===== src/rtl/mult_bist_pkg.sv =====
// Shared types and constants for the multiplier BIST sequencer.
// Stuck-signature abort logic exists only when MULT_BIST_STUCK_CHECK_EN is defined.
package mult_bist_pkg;

    localparam int CNT_W = 16;

    typedef logic [CNT_W-1:0] cnt_t;

    typedef enum logic [2:0] {
        ST_IDLE,
        ST_DUT_RST,
        ST_RUN,
        ST_COMPARE,
        ST_DONE
    } bist_state_t;

    localparam logic [1:0] FAIL_NONE     = 2'b00;
    localparam logic [1:0] FAIL_MISMATCH = 2'b01;
    localparam logic [1:0] FAIL_STUCK    = 2'b10;

endpackage


===== src/rtl/mult_bist_stuck_det.sv =====
// Flags a signature that has stayed unchanged for STUCK_LIMIT consecutive compared cycles.
// Instantiated by mult_bist_ctrl only when MULT_BIST_STUCK_CHECK_EN is defined.
module mult_bist_stuck_det
    import mult_bist_pkg::*;
#(
    parameter int STUCK_LIMIT = 8
) (
    input  logic        clk,
    input  logic        reset,
    input  logic        en,
    input  logic [15:0] signature,
    output logic        stuck
);

    logic [15:0] prev_sig;
    logic        prev_valid;
    cnt_t        eq_cnt;
    logic        same;

    localparam cnt_t EQ_LAST = cnt_t'(STUCK_LIMIT - 1);

    // The first enabled cycle only loads prev_sig; comparisons start on the next one.
    assign same  = prev_valid && (signature == prev_sig);
    assign stuck = en && same && (eq_cnt == EQ_LAST);

    always_ff @(posedge clk) begin
        if (reset) begin
            prev_sig   <= 16'h0000;
            prev_valid <= 1'b0;
            eq_cnt     <= '0;
        end else if (!en) begin
            prev_valid <= 1'b0;
            eq_cnt     <= '0;
        end else begin
            prev_sig   <= signature;
            prev_valid <= 1'b1;
            eq_cnt     <= same ? eq_cnt + cnt_t'(1) : '0;
        end
    end

endmodule


===== src/rtl/mult_bist_ctrl.sv =====
// BIST sequencer: resets the multiplier test block, runs it, captures and judges its signature.
// Optional stuck-signature abort is enabled by defining MULT_BIST_STUCK_CHECK_EN.
module mult_bist_ctrl
    import mult_bist_pkg::*;
#(
    parameter int          RESET_CYCLES = 4,
    parameter int          RUN_CYCLES   = 1000,
    parameter logic [15:0] GOLDEN_SIG   = 16'hA5C3,
    parameter int          STUCK_LIMIT  = 8
) (
    input  logic        clk,
    input  logic        reset,
    input  logic        start,
    input  logic [15:0] signature,
    output logic        dut_reset,
    output logic        busy,
    output logic        done,
    output logic        pass,
    output logic [1:0]  fail_code,
    output logic [15:0] sig_capture,
    output bist_state_t state_dbg
);

    localparam cnt_t RST_LAST = cnt_t'(RESET_CYCLES - 1);
    localparam cnt_t RUN_LAST = cnt_t'(RUN_CYCLES - 1);

    if (RESET_CYCLES < 1 || RUN_CYCLES < 1 || RUN_CYCLES > 65535 || STUCK_LIMIT < 2) begin : g_bad_params
        $error("mult_bist_ctrl: parameter out of legal range");
    end

    bist_state_t state;
    cnt_t        cnt;
    logic        stuck;

    assign state_dbg = state;

`ifdef MULT_BIST_STUCK_CHECK_EN
    mult_bist_stuck_det #(
        .STUCK_LIMIT(STUCK_LIMIT)
    ) u_stuck_det (
        .clk      (clk),
        .reset    (reset),
        .en       (state == ST_RUN),
        .signature(signature),
        .stuck    (stuck)
    );
`else
    assign stuck = 1'b0;
`endif

    always_ff @(posedge clk) begin
        if (reset) begin
            state       <= ST_IDLE;
            cnt         <= '0;
            dut_reset   <= 1'b1;
            busy        <= 1'b0;
            done        <= 1'b0;
            pass        <= 1'b0;
            fail_code   <= FAIL_NONE;
            sig_capture <= 16'h0000;
        end else begin
            case (state)
                ST_IDLE, ST_DONE: begin
                    // A new run drops the previous verdict on the accepting edge.
                    if (start) begin
                        state     <= ST_DUT_RST;
                        cnt       <= '0;
                        busy      <= 1'b1;
                        done      <= 1'b0;
                        pass      <= 1'b0;
                        fail_code <= FAIL_NONE;
                    end
                end
                ST_DUT_RST: begin
                    if (cnt == RST_LAST) begin
                        state     <= ST_RUN;
                        cnt       <= '0;
                        dut_reset <= 1'b0;
                    end else begin
                        cnt <= cnt + cnt_t'(1);
                    end
                end
                ST_RUN: begin
                    if (stuck) begin
                        state       <= ST_DONE;
                        sig_capture <= signature;
                        pass        <= 1'b0;
                        fail_code   <= FAIL_STUCK;
                        done        <= 1'b1;
                        busy        <= 1'b0;
                        dut_reset   <= 1'b1;
                    end else if (cnt == RUN_LAST) begin
                        state       <= ST_COMPARE;
                        sig_capture <= signature;
                        dut_reset   <= 1'b1;
                    end else begin
                        cnt <= cnt + cnt_t'(1);
                    end
                end
                ST_COMPARE: begin
                    state     <= ST_DONE;
                    pass      <= (sig_capture == GOLDEN_SIG);
                    fail_code <= (sig_capture == GOLDEN_SIG) ? FAIL_NONE : FAIL_MISMATCH;
                    done      <= 1'b1;
                    busy      <= 1'b0;
                end
                default: begin
                    state     <= ST_IDLE;
                    dut_reset <= 1'b1;
                    busy      <= 1'b0;
                end
            endcase
        end
    end

endmodule

===== config.mk =====
export PLATFORM = sky130hd
export DESIGN_NAME = mult_bist_ctrl
export DESIGN_NICKNAME = d
export VERILOG_FILES = /design/src/rtl/mult_bist_pkg.sv /design/src/rtl/mult_bist_stuck_det.sv /design/src/rtl/mult_bist_ctrl.sv
export SDC_FILE = /design/constraint.sdc
export NUM_CORES = 1
export LEC_CHECK = 0
export ABC_AREA = 1
export CORE_UTILIZATION = 55
export CTS_CLUSTER_SIZE = 40
export DETAILED_ROUTE_END_ITERATION = 7
export HOLD_SLACK_MARGIN = 0.12
export PLACE_DENSITY = 0.93
export SYNTH_ARGS = -nofsm -noshare
export SYNTH_HDL_FRONTEND = slang
export SYNTH_SLANG_ARGS = --single-unit

===== constraint.sdc =====
create_clock -name clk -period 4.06 [get_ports clk]
set_input_delay 0.812 -clock clk [delete_from_list [all_inputs] [get_ports clk]]
set_output_delay 0.812 -clock clk [all_outputs]
set_load 0.01 [all_outputs]

## Yosys cells after proc, flatten, opt, wreduce, memory -nomap -nowiden

Cells that the tools add are included.

| operators by class | value |
|---|---|
| reductions and logical operators | 12 |
| add/sub/neg operators | 1 |
| bitwise logic cells | 2 |
| equality and inequality tests | 11 |
| multiplexer cells | 19 |

Operator list:

| kind | count |
|---|---|
| 2-to-1 mux 16 bit | 3 |
| case mux 16 bit (3 select lines) | 1 |
| adder 16 x 1 -> 16 bit, second input constant | 1 |
| == test 16 x 10 -> 1 bit, second input constant | 1 |
| == test 16 bit, second input constant | 1 |
| == test 16 x 2 -> 1 bit, second input constant | 1 |
| case mux 3 bit (4 select lines) | 1 |
| 2-to-1 mux 3 bit | 3 |
| AND reduction 3 bit | 3 |
| != test 2 bit, second input constant | 4 |
| == test 3 x 2 -> 1 bit, second input constant | 2 |
| case mux 1 bit (2 select lines) | 3 |
| AND reduction 2 bit | 3 |
| 2-to-1 mux 1 bit | 5 |
| case mux 2 bit (2 select lines) | 1 |
| OR reduction 2 bit | 2 |
| == test 3 x 1 -> 1 bit, second input constant | 1 |
| == test 3 bit, second input constant | 1 |
| logical NOT 3 bit | 1 |
| case mux 1 bit (3 select lines) | 1 |
| nonzero test 3 bit | 1 |
| OR reduction 3 bit | 1 |
| 2-to-1 mux 2 bit | 1 |
| inverter 1 bit | 2 |
| nonzero test 2 bit | 1 |

| storage, ports and cells | value |
|---|---|
| register bits | 41 |
| word-level logic and storage cells | 53 |
| bits of input ports | 19 |

## Longest topological paths before layout

Gate-level depths: netlist of run 1.

| depth | value |
|---|---|
| word-level depth | 4 |
| depth in mapped cells | 11 |
| gate-level depth less buffers | 11 |

## Least setup slack after synthesis of run 1

OpenSTA, ideal clock, no wires.

| timing | value |
|---|---|
| path type | input to register |
| start | input reset |
| end | register sig_capture[0] |
| buffers on the path | 2 |
| setup slack | 2.467 ns |
| arrival | 1.523 ns |
| stages on the path | 5 |
| required time | 3.990 ns |
| path through | clkbuf_1 inv_1 clkbuf_1 o21ai_0 a21oi_1 |

RTL lines:

| item | RTL line | source |
|---|---|---|
| start, declared | mult_bist_ctrl.sv:12 | `input logic reset,` |
| end signal, assigned | mult_bist_ctrl.sv:86 | `sig_capture <= signature;` |
| end signal, assigned | mult_bist_ctrl.sv:94 | `sig_capture <= signature;` |
| end, declared | mult_bist_ctrl.sv:20 | `output logic [15:0] sig_capture,` |

==> results by group, run 1 <==
Die
  – Die Width: 63.97 um
  – Count of boundary I/O pins: 44
  – Die Footprint: 4092 sq um
  – Starting density of the core: 0.5769
  – Placement row count: 22
  – Placeable core region: 3661 sq um
  – Die span in y: 63.97 um

Worst setup path
  – Worst Setup End Kind: flop
  – Critical-path top delay cell: sky130_fd_sc_hd__clkdlybuf4s50_1
  – List of cells traversed by the critical path: clkdlybuf4s50_1 > inv_1 > o21ai_0 > a21oi_1
  – Longest individual stage delay on the worst path: 0.97 ns
  – First element of the critical path: reset
  – Critical Path Source Type: input port
  – Required time worst endpoint: 4.24 ns
  – Startpoint of the worst-slack reg-to-reg timing path: cnt[0]
  – Startpoint-to-endpoint class of the critical path: in2reg
  – Worst path arrival time: 2.55 ns
  – Slack of the worst reg-to-reg path: 2.04 ns
  – Largest fanout on the critical path: 21

Global route
  – Aggregate global-route resource usage: 0.2662
  – Vias in the first global route: 1,937
  – Wire length of the first global-routing pass: 8500 um
  – Sum of overflow across all layers after global routing: 0
  – Pin count of the biggest net entering global routing: 38
  – Initial antenna violation count: 0

STA
  – Crit share post-route: 0.5832
  – Unrepaired setup endpoints after global routing: false
  – Tightest Pin Transition: 0.7649 ns
  – Rel. slew slack: 0.4885
  – Final slew viol count: 0
  – Post-route minimum period: 2.368 ns
  – Hold Vio Cnt, Final: 0
  – Clk_skew: 0.006902 ns
  – Setup-violating endpoint count in the final report: 0
  – Total negative slack: 0 ns
  – Max Clk Rate: 422.3 MHz

Clocking
  – Maximum number of buffers from clock root to sink: 2
  – CTS tree: done
  – Count of hold-fix buffers inserted at cts: 0
  – Count of clock tree sinks: 40
  – Post-CTS repair timing setup buffer count: 0
  – Clock slew at the register clock pins of the worst setup and hold paths: 0.08 ns
  – Number of H-tree levels: 2
  – Cells resized by post-CTS repair: 0
  – Clock tree root buffer cell: sky130_fd_sc_hd__clkbuf_8
  – Number of clock buffers inserted by TritonCTS: 5
  – Clock network latency to the later pin of the worst-skew pair: 0.30 ns

Yosys
  – Yosys reg bits: 40
  – Synthesized cell area: 2112 sq um
  – Distinct cell type count of the synthesized netlist: 29
  – Post-synth net total: 343
  – Average cell area after synthesis: 6.539 sq um
  – Synth Warn #: 0
  – Number of instances in the synthesized netlist: 323
  – Dominant cell type by area after synthesis: sky130_fd_sc_hd__dfxtp_1
  – Post-synthesis sequential area ratio: 0.3791
  – Area share of the leading cell type in the synthesized netlist: 0.3791
  – Largest cells by area after synthesis: sky130_fd_sc_hd__dfxtp_1 (38%), sky130_fd_sc_hd__nand2_1 (15%), sky130_fd_sc_hd__a21oi_1 (9.2%)

Power and ir drop
  – Fraction of power spent switching nets: 0.3752
  – Ratio of total power to cell area: 421.9 nW/um^2
  – Leakage: 1.041 nW
  – Internal power: 0.0006930 W
  – Clk network pwr share: 0.245
  – Power dissipated by switching net loads: 0.0004162 W
  – Sequential group share of total power: 0.401
  – Total design power: 0.001109 W
  – Proportion of power drawn by combinational gates: 0.354
  – Largest voltage drop on the vdd net: 0.2318 mV

Layout
  – Net count reported at finish: 382
  – Ant. Diodes: 0
  – Share of the core filled with cells in the final layout: 0.7180
  – Share of final-layout standard cells stronger than drive strength 1: 0.06612
  – Fill cells: 305
  – Sequential cell area in the final layout: 800.8 sq um
  – Area grow syn2layout: 24.47%
  – Area of combinational cells with multiple inputs: 1071 sq um

Min path
  – Hold Path Class: reg2reg
  – HP Start: busy

Placement
  – Routability cong.: 0.8975
  – Detailed Place HPWL: 3614 um
  – IO buf count: 42

Routing
  – Average wire length per cell after detail routing: 12.31 um
  – Drt via density: 5.321
  – Initial DRC Count: 197
  – DRC violations left: 0
  – Routed Antenna Nets: 0
  – Number of iterations in the first detailed-routing pass: 4
  – Via count of the routed design: 2,187
  – Routed Wire Length: 5059 um

Status
  – Result of the run: finished clean

Job
  – Max_cap viols: 0
-- sequential cells by signal (all words and copies together) (netlist names) --
register / flops
busy: 1
cnt: 16
done: 1
dut_reset: 1
fail_code: 1
pass: 1
sig_capture: 16
state_dbg: 3
-- cells in the mapped netlist --
master                      n
sky130_fd_sc_hd__xnor2_1    1
sky130_fd_sc_hd__ha_1       1
sky130_fd_sc_hd__nand2_1   82
sky130_fd_sc_hd__or2_2      1
sky130_fd_sc_hd__buf_4      2
sky130_fd_sc_hd__o211ai_1   4
sky130_fd_sc_hd__buf_2      3
sky130_fd_sc_hd__o21ai_0   17
sky130_fd_sc_hd__inv_2      5
sky130_fd_sc_hd__a21oi_1   39
sky130_fd_sc_hd__nand3_4    1
sky130_fd_sc_hd__xor2_1     1
sky130_fd_sc_hd__nand2_4    2
sky130_fd_sc_hd__inv_1     42
sky130_fd_sc_hd__nand2_2    2
sky130_fd_sc_hd__clkbuf_1   4
sky130_fd_sc_hd__clkinv_1   2
sky130_fd_sc_hd__conb_1     1
sky130_fd_sc_hd__nor2_2     3
sky130_fd_sc_hd__dfxtp_1   40
sky130_fd_sc_hd__nand3_1   18
sky130_fd_sc_hd__buf_6      1
sky130_fd_sc_hd__nand4_1   10
sky130_fd_sc_hd__nand3_2    1
sky130_fd_sc_hd__nor4_1     2
sky130_fd_sc_hd__a31oi_1    2
sky130_fd_sc_hd__o21bai_1   3
sky130_fd_sc_hd__nor2_1    32
sky130_fd_sc_hd__nor2_4     1
-- cell type report --
cell class / count / share of cell area
flip-flops and latches: 40 / 0.3046
clock buffers: 6 / 0.03141
inverters: 49 / 0.06997
clock inverters: 2 / 0.003808
repair buffers: 42 / 0.1599
well taps: 48 / 0.02285
multi-input cells: 224 / 0.4074
-- critical path, delay by kind of cell --
family | cells | cell delay [ns]
compound gates | 2 | 0.28
buf+inv | 2 | 1.46
-- through the flow --
| step | area (sq um) | hold slack, ns | setup slack (ns) | cells |
|---|---|---|---|---|
| detailed placement | 2536 | 0.4546 | 1.403 | 403 |
| global route | 2629 | 0.4936 | 1.546 | 411 |
| global placement | 2536 | 0.4504 | 1.457 | 403 |
| CTS | 2629 | 0.4651 | 1.728 | 411 |
| floorplan | 2112 | 0.4608 | 2.467 | 323 |
| finish | 2629 | 0.4688 | 1.692 | 411 |
-- placed cells by master, fill, tap and decap left out, types with 3 or more instances in the layout --
cell                              instances
sky130_fd_sc_hd__o21ai_0                 17
sky130_fd_sc_hd__nor2_2                   3
sky130_fd_sc_hd__nor2_1                  32
sky130_fd_sc_hd__nand2_1                 82
sky130_fd_sc_hd__clkdlybuf4s50_1         42
sky130_fd_sc_hd__nand3_1                 18
sky130_fd_sc_hd__o211ai_1                 4
sky130_fd_sc_hd__nand4_1                 10
sky130_fd_sc_hd__inv_2                    5
sky130_fd_sc_hd__dfxtp_1                 40
sky130_fd_sc_hd__o21bai_1                 3
sky130_fd_sc_hd__inv_1                   42
sky130_fd_sc_hd__a21oi_1                 39
sky130_fd_sc_hd__clkbuf_8                 6
-- cells by family (layout without fill, tap and decap cells) --
| group | count (synthesis) | count (layout) | share of synthesized area |
|---|---|---|---|
| AO/OA/AOI/OAI | 65 | 65 | 0.1635 |
| XOR/XNOR | 2 | 2 | 0.008295 |
| adder cells (fa/ha/maj) | 1 | 1 | 0.005923 |
| buffers and inverters | 59 | 99 | 0.1137 |
| flip-flops | 40 | 40 | 0.3791 |
| other | 1 | 1 | 0.001776 |
| AND/OR/NAND/NOR | 155 | 155 | 0.3276 |
-- per-layer routing --
metal  up-vias  part of all wire  track usage
li1       1115                 -            -
met1       994              0.46       0.3501
met2        68              0.47       0.4189
met3        10             0.050      0.06071
met4         0             0.018       0.1080
met5         -                 0            0
-- power by group through the flow --
stage	clock (W)	sequential (W)	combinational, W
6_report	0.000272	0.000445	0.000392
5_1_grt	0.000299	0.000448	0.000435
4_1_cts	0.000277	0.000444	0.000389
3_5_place_dp	0	0.000454	0.000386
3_3_place_gp	0	0.000451	0.000376
2_1_floorplan	0	0.000461	0.000268
-- worst paths after layout --
| kind | endpoint | cells after the start |
|---|---|---|
| worst max-delay path | sig_capture[7] | 4 |
| worst min-delay path | busy | 2 |
| worst max register to register | cnt[0] | 9 |
| worst min register to register | busy | 2 |
No activity file was read; power rests on OpenSTA's default activity.
==> inputs of run 2 (changes only) <==
Settings changed: CORE_UTILIZATION 55 to 51, PLACE_DENSITY 0.93 to 0.88.
Clock period 4.06 ns to 2.35 ns, I/O delays scaled along.
==> run 2 against run 1 <==
Effect of this change:
- count of clock-buffer cells in the layout is 1 lower
- flip-flop and latch count stayed put
- clock skew is 0.00074 ns higher
- non-clock buffer count is 2 higher
- critical path type is now reg2out
==> results by group, run 2 (synthesis results as in run 1) <==
Layout
  – Net count reported at finish: 384 (+0.52%)
  – Ant. Diodes: 0 (unchanged)
  – Leading cell types in the layout, fill and taps excluded: sky130_fd_sc_hd__nand2_1 (82), sky130_fd_sc_hd__inv_1 (42), sky130_fd_sc_hd__clkdlybuf4s50_1 (42)
  – Share of final-layout standard cells stronger than drive strength 1: 0.06868 (+0.002566)
  – Final instance count without filler cells: 414 (+0.73%)
  – Area grow syn2layout: 24.76%
  – Post-route standard cell area excluding fillers: 2635 sq um (+0.24%)
  – Share of the core filled with cells in the final layout: 0.6587 (-0.05930)
  – Most common cell after layout, fill and taps aside: sky130_fd_sc_hd__nand2_1

Placement
  – Detailed Place HPWL: 3615 um (about the same)
  – Cell count after placement: 407 (+0.99%)
  – Placement-stage cell area: 2554 sq um (+0.69%)
  – Routability cong.: 0.9658 (+7.6%)
  – IO buf count: 42 (unchanged)

Clocking
  – Clock tree root buffer cell: sky130_fd_sc_hd__clkbuf_8
  – Cells resized by post-CTS repair: 0 (unchanged)
  – Count of hold-fix buffers inserted at cts: 0 (unchanged)
  – CTS tree: done
  – Post-CTS repair timing setup buffer count: 0 (unchanged)
  – Count of clock tree sinks: 40 (unchanged)
  – Number of clock buffers inserted by TritonCTS: 5 (unchanged)
  – Clock network latency to the later pin of the worst-skew pair: 0.29 ns (about the same)
  – Number of H-tree levels: 2 (unchanged)
  – Clock slew at the register clock pins of the worst setup and hold paths: 0.07 ns (about the same)
  – Maximum number of buffers from clock root to sink: 2 (unchanged)

Min path
  – Hold Path Class: reg2reg
  – Worst-case hold path end point: dut_reset
  – Cell count of the worst hold path: 2 (unchanged)
  – HP Start: dut_reset

STA
  – Hold Vio Cnt, Final: 0 (unchanged)
  – Post-route minimum period: 1.742 ns
  – Rel. slew slack: 0.6337 (+0.1452)
  – Crit share post-route: 0.7411
  – Clk_skew: 0.007640 ns (+0.0007377 ns)
  – Max Clk Rate: 574.2 MHz
  – Setup-violating endpoint count in the final report: 0 (unchanged)
  – Unrepaired setup endpoints after global routing: false
  – Tightest Pin Transition: 0.5489 ns (-0.2160 ns)
  – Final slew viol count: 0 (unchanged)
  – Total negative slack: 0 ns (unchanged)

Routing
  – Average wire length per cell after detail routing: 11.99 um (-2.6%)
  – Number of iterations in the first detailed-routing pass: 5 (+1)
  – Initial DRC Count: 212 (+7.6%)
  – Routed Wire Length: 4965 um (-1.9%)
  – Via count of the routed design: 2,166 (-0.96%)
  – DRC violations left: 0 (unchanged)
  – Routed Antenna Nets: 0 (unchanged)
  – Drt via density: 5.232 (-1.7%)

Die
  – Placeable core region: 4000 sq um (+9.3%)
  – Die Footprint: 4402 sq um (+7.6%)
  – Die Width: 66.35 um (+3.7%)
  – Die span in y: 66.35 um (+3.7%)
  – Count of boundary I/O pins: 44 (unchanged)
  – Placement row count: 23 (+4.5%)
  – Starting density of the core: 0.5280 (-0.04890)

Worst setup path
  – Slack of the worst reg-to-reg path: 0.67 ns (-1.37 ns)
  – List of cells traversed by the critical path: clkdlybuf4s50_1
  – Startpoint of the worst-slack reg-to-reg timing path: cnt[0]
  – Startpoint-to-endpoint class of the critical path: reg2out
  – Worst path arrival time: 1.27 ns (-1.28 ns)
  – Endpoint of the worst register-to-register path: sig_capture[9]
  – Critical Path Source Type: flop
  – Longest individual stage delay on the worst path: 0.57 ns (-0.40 ns)
  – Largest fanout on the critical path: 5 (-76%)
  – Worst Setup End Kind: output port
  – Number of cells traversed by the worst register-to-register path: 7 (-2)
  – Critical-path top delay cell: sky130_fd_sc_hd__clkdlybuf4s50_1
  – Required time worst endpoint: 1.88 ns (-2.36 ns)
  – Worst path top cell family by delay: buffers and inverters
  – Buffers & Inverters on Critical Path: 1 (-1)

Power and ir drop
  – Sequential group share of total power: 0.410 (+0.009)
  – Power dissipated by switching net loads: 0.0007124 W (+71%)
  – Internal power: 0.001164 W (+68%)
  – Total design power: 0.001877 W (+69%)
  – Ratio of total power to cell area: 712.2 nW/um^2 (+69%)
  – Fraction of power spent switching nets: 0.3796 (+0.004376)
  – Proportion of power drawn by combinational gates: 0.358 (+0.004)
  – Leakage: 1.039 nW (-0.19%)
  – Clk network pwr share: 0.231 (-0.014)
  – Largest voltage drop on the vdd net: 0.3405 mV (+47%)

Job
  – Max_cap viols: 0 (unchanged)

Global route
  – Aggregate global-route resource usage: 0.2391 (-0.02714)
  – Initial antenna violation count: 0 (unchanged)
  – Sum of overflow across all layers after global routing: 0 (unchanged)
  – Vias in the first global route: 1,859 (-4.0%)
  – Wire length of the first global-routing pass: 8045 um (-5.4%)
  – Pin count of the biggest net entering global routing: 37 (-2.6%)

Status
  – Result of the run: finished clean
[run 2: cell types whose count changed in the layout (fill, tap and decap cells not counted)]
cell / delta
sky130_fd_sc_hd__clkinvlp_4: +1
sky130_fd_sc_hd__buf_4: +2
sky130_fd_sc_hd__clkinv_2: -1
sky130_fd_sc_hd__clkbuf_8: -1
[run 2: cell type report]
class,count,area [sq um]
clock buffer,5,68.82
timing repair buffer,44,435.4
multi-input combinational,224,1071
sequential,40,800.8
inverter,49,183.9
fill,331,1365
clock inverter,2,12.51
tap,50,62.56
[run 2: worst max path at each step]
stage | start | end | slack (ns) | cells past startpoint
final | state_dbg[1] | state_dbg[1] | 0.61 | 1
after global routing | cnt[0] | sig_capture[12] | 0.54 | 7
after CTS | state_dbg[0] | state_dbg[0] | 0.60 | 1
after detailed placement | start | cnt[3] | 0.54 | 7
after global placement | start | cnt[0] | 0.57 | 8
after floorplan | cnt[0] | sig_capture[2] | 0.91 | 7
[run 2: power groups by stage]
stage / registers, W / clock network [W] / logic [W]
final: 0.000770 / 0.000434 / 0.000673
after CTS: 0.000769 / 0.000443 / 0.000672
after detailed placement: 0.000785 / 0 / 0.000668
after global placement: 0.000782 / 0 / 0.000652
after global routing: 0.000775 / 0.000476 / 0.000761
after floorplan: 0.000797 / 0 / 0.000462
[run 2: routing by layer]
layer | vias up | wire length (um) | track usage
met5 | - | 0 | 0
met4 | 0 | 51 | 0.07713
met3 | 7 | 451 | 0.08793
met2 | 92 | 2288 | 0.4018
met1 | 955 | 2173 | 0.2789
li1 | 1112 | - | -
[run 2: through the flow]
step                worst slack [ns]  hold WS (ns)
floorplan                     0.9079        0.4608
global placement              0.5745        0.4412
detailed placement            0.5422        0.4518
CTS                           0.5983        0.4694
global route                  0.5354        0.4956
finish                        0.6085        0.4639
==> inputs of run 3 (changes only) <==
Settings changed: CORE_UTILIZATION 51 to 46, PLACE_DENSITY 0.88 to 0.84.
Clock period 2.35 ns to 1.45 ns, I/O delays scaled along.
==> run 3 against run 2 <==
Effect of this change:
- the flow now finishes with violations (setup timing)
- global-route usage is 1.3 points higher
- clock power is 70% higher
- wire length is 25% higher
- count of clock-buffer cells in the layout stayed put
- total power is 91% higher
- worst hold slack hardly changed
- setup slack worse by 0.65 ns
- flip-flop and latch count stayed put
- non-clock buffer count is 34 higher
- die area is 11% higher
- sequential power is 62% higher
- largest power group is now combinational cells
- highest routed layer unchanged
==> results by group, run 3 (synthesis results as in run 1) <==
Power and ir drop
  – Ratio of total power to cell area: 1161 nW/um^2 (+63%)
  – Fraction of power spent switching nets: 0.3828 (+0.003232)
  – Sequential group share of total power: 0.349 (-0.061)
  – Clk network pwr share: 0.207 (-0.024)
  – Proportion of power drawn by combinational gates: 0.444 (+0.086)
  – Largest voltage drop on the vdd net: 0.6664 mV (+96%)
  – Power dissipated by switching net loads: 0.001369 W (+92%)
  – Internal power: 0.002206 W (+90%)
  – Leakage: 1.372 nW (+32%)

Status
  – Violations in the final reports: setup timing
  – Result of the run: finished with violations

Global route
  – Aggregate global-route resource usage: 0.2518 (+0.01267)
  – Pin count of the biggest net entering global routing: 22 (-41%)
  – Sum of overflow across all layers after global routing: 0 (unchanged)
  – Wire length of the first global-routing pass: 9791 um (+22%)
  – Initial antenna violation count: 0 (unchanged)
  – Vias in the first global route: 2,173 (+17%)

Die
  – Count of boundary I/O pins: 44 (unchanged)
  – Die Footprint: 4866 sq um (+11%)
  – Die Width: 69.76 um (+5.1%)
  – Die span in y: 69.76 um (+5.1%)
  – Placement row count: 24 (+4.3%)
  – Placeable core region: 4384 sq um (+9.6%)
  – Starting density of the core: 0.4817 (-0.04626)

Placement
  – Cell count after placement: 435 (+6.9%)
  – Routability cong.: 0.9116 (-5.6%)
  – Placement-stage cell area: 2789 sq um (+9.2%)
  – Detailed Place HPWL: 4032 um (+12%)
  – IO buf count: 42 (unchanged)

Worst setup path
  – Required time worst endpoint: 1.64 ns (-0.24 ns)
  – Largest fanout on the critical path: 6 (+1)
  – Critical Path Source Type: flop
  – Worst Setup End Kind: flop
  – Worst path arrival time: 1.68 ns (+0.41 ns)
  – Number of cells traversed by the worst register-to-register path: 10 (+3)
  – Startpoint-to-endpoint class of the critical path: reg2reg

Routing
  – Routed Antenna Nets: 0 (unchanged)
  – Via count of the routed design: 2,430 (+12%)
  – Average wire length per cell after detail routing: 13.80 um (+15%)
  – Number of iterations in the first detailed-routing pass: 5 (unchanged)
  – Drt via density: 5.388 (+3.0%)
  – Initial DRC Count: 214 (+0.94%)
  – Routed Wire Length: 6224 um (+25%)
  – DRC violations left: 0 (unchanged)

STA
  – Crit share post-route: 1.027
  – Final worst setup slack: -0.03891 ns (-0.6474 ns)
  – Setup-violating endpoint count in the final report: 8 (+8)
  – Total negative slack: -0.1168 ns (-0.1168 ns)
  – Unrepaired setup endpoints after global routing: true
  – Post-route minimum period: 1.489 ns
  – Max Clk Rate: 671.6 MHz
  – Final slew viol count: 0 (unchanged)
  – Final hold slack: 0.4641 ns (+0.0001690 ns)
  – Hold Vio Cnt, Final: 0 (unchanged)
  – Clk_skew: 0.007233 ns (-0.0004072 ns)

Clocking
  – Maximum number of buffers from clock root to sink: 2 (unchanged)
  – Count of clock tree sinks: 40 (unchanged)
  – Count of hold-fix buffers inserted at cts: 0 (unchanged)
  – Clock tree root buffer cell: sky130_fd_sc_hd__clkbuf_8
  – Number of clock buffers inserted by TritonCTS: 5 (unchanged)
  – Clock network latency to the later pin of the worst-skew pair: 0.30 ns (about the same)
  – Clock slew at the register clock pins of the worst setup and hold paths: 0.08 ns (about the same)
  – Number of H-tree levels: 2 (unchanged)
  – CTS tree: done

Layout
  – Ant. Diodes: 0 (unchanged)
  – Area of combinational cells with multiple inputs: 1191 sq um (+11%)
  – Final instance count without filler cells: 451 (+8.9%)
  – Sequential cell area in the final layout: 823.3 sq um (+2.8%)
  – Fill cells: 347 (+4.8%)
  – Share of final-layout standard cells stronger than drive strength 1: 0.2356 (+0.1669)
  – Area grow syn2layout: 45.85%
  – Most common cell after layout, fill and taps aside: sky130_fd_sc_hd__nand2_1
  – Net count reported at finish: 418 (+8.9%)
  – Post-route standard cell area excluding fillers: 3080 sq um (+17%)
  – Leading cell types in the layout, fill and taps excluded: sky130_fd_sc_hd__nand2_1 (73), sky130_fd_sc_hd__inv_1 (41), sky130_fd_sc_hd__a21oi_1 (38)

Job
  – Max_cap viols: 0 (unchanged)

Min path
  – Hold Path Class: reg2reg
  – Cell count of the worst hold path: 2 (unchanged)
[run 3: worst max-delay path, stage by stage, from the launching register on]
cell and delay [ns]:
sky130_fd_sc_hd__dfxtp_4 0.38, sky130_fd_sc_hd__nor2_1 0.14, sky130_fd_sc_hd__nand2_1 0.12, sky130_fd_sc_hd__nor2_4 0.13, sky130_fd_sc_hd__buf_4 0.12, sky130_fd_sc_hd__nand2_1 0.07
sky130_fd_sc_hd__nand2_2 0.09, sky130_fd_sc_hd__buf_6 0.11, sky130_fd_sc_hd__inv_1 0.04, sky130_fd_sc_hd__a31oi_1 0.14, sky130_fd_sc_hd__nor2_1 0.05
[run 3: path summary, 6_finish.rpt]
kind                       start              to  slack, ns
hold reg to reg   sig_capture[2]  sig_capture[2]       0.46
hold / removal    sig_capture[2]  sig_capture[2]       0.46
setup reg to reg          cnt[3]    state_dbg[1]      -0.04
setup / recovery          cnt[3]    state_dbg[1]      -0.04
[run 3: timing repair]
item	CTS	global route
endpoints found under the hold margin	0	0
buffers inserted	4	3
endpoints found under the setup margin	53	35
pin swaps	5	8
gates cloned	2	0
resized for setup	50	40
[run 3: power by group through the flow]
stage	clock network [W]	registers, W	logic [W]
3_5_place_dp	0	0.00126	0.00136
2_1_floorplan	0	0.00129	0.000749
5_1_grt	0.000804	0.00126	0.00172
3_3_place_gp	0	0.00126	0.00134
4_1_cts	0.000744	0.00125	0.00138
6_report	0.000739	0.00125	0.00159
[run 3: stage by stage]
| stage | util | power [W] | worst slack (ns) |
|---|---|---|---|
| after global placement | 0.6361 | 0.002597 | -0.03239 |
| after global routing | 0.7026 | 0.003778 | -0.09276 |
| after detailed placement | 0.6361 | 0.002626 | -0.06041 |
| final | 0.7026 | 0.003575 | -0.03891 |
| after floorplan | - | 0.002041 | 0.007861 |
| after CTS | 0.6844 | 0.003371 | -0.04267 |
[run 3: routing by layer]
layer,vias up,track usage,routed length (um)
met5,-,0,0
met1,1121,0.3097,2605
met3,12,0.06831,472
met2,107,0.4188,3055
met4,0,0.09333,91
li1,1190,-,-
[run 3: final cells by class]
type,count,share of cell area
clock buffer,5,0.02234
clock inverter,3,0.006093
inverter,49,0.05971
multi-input combinational,224,0.3867
sequential,40,0.2673
tap,52,0.02112
timing repair buffer,78,0.2368
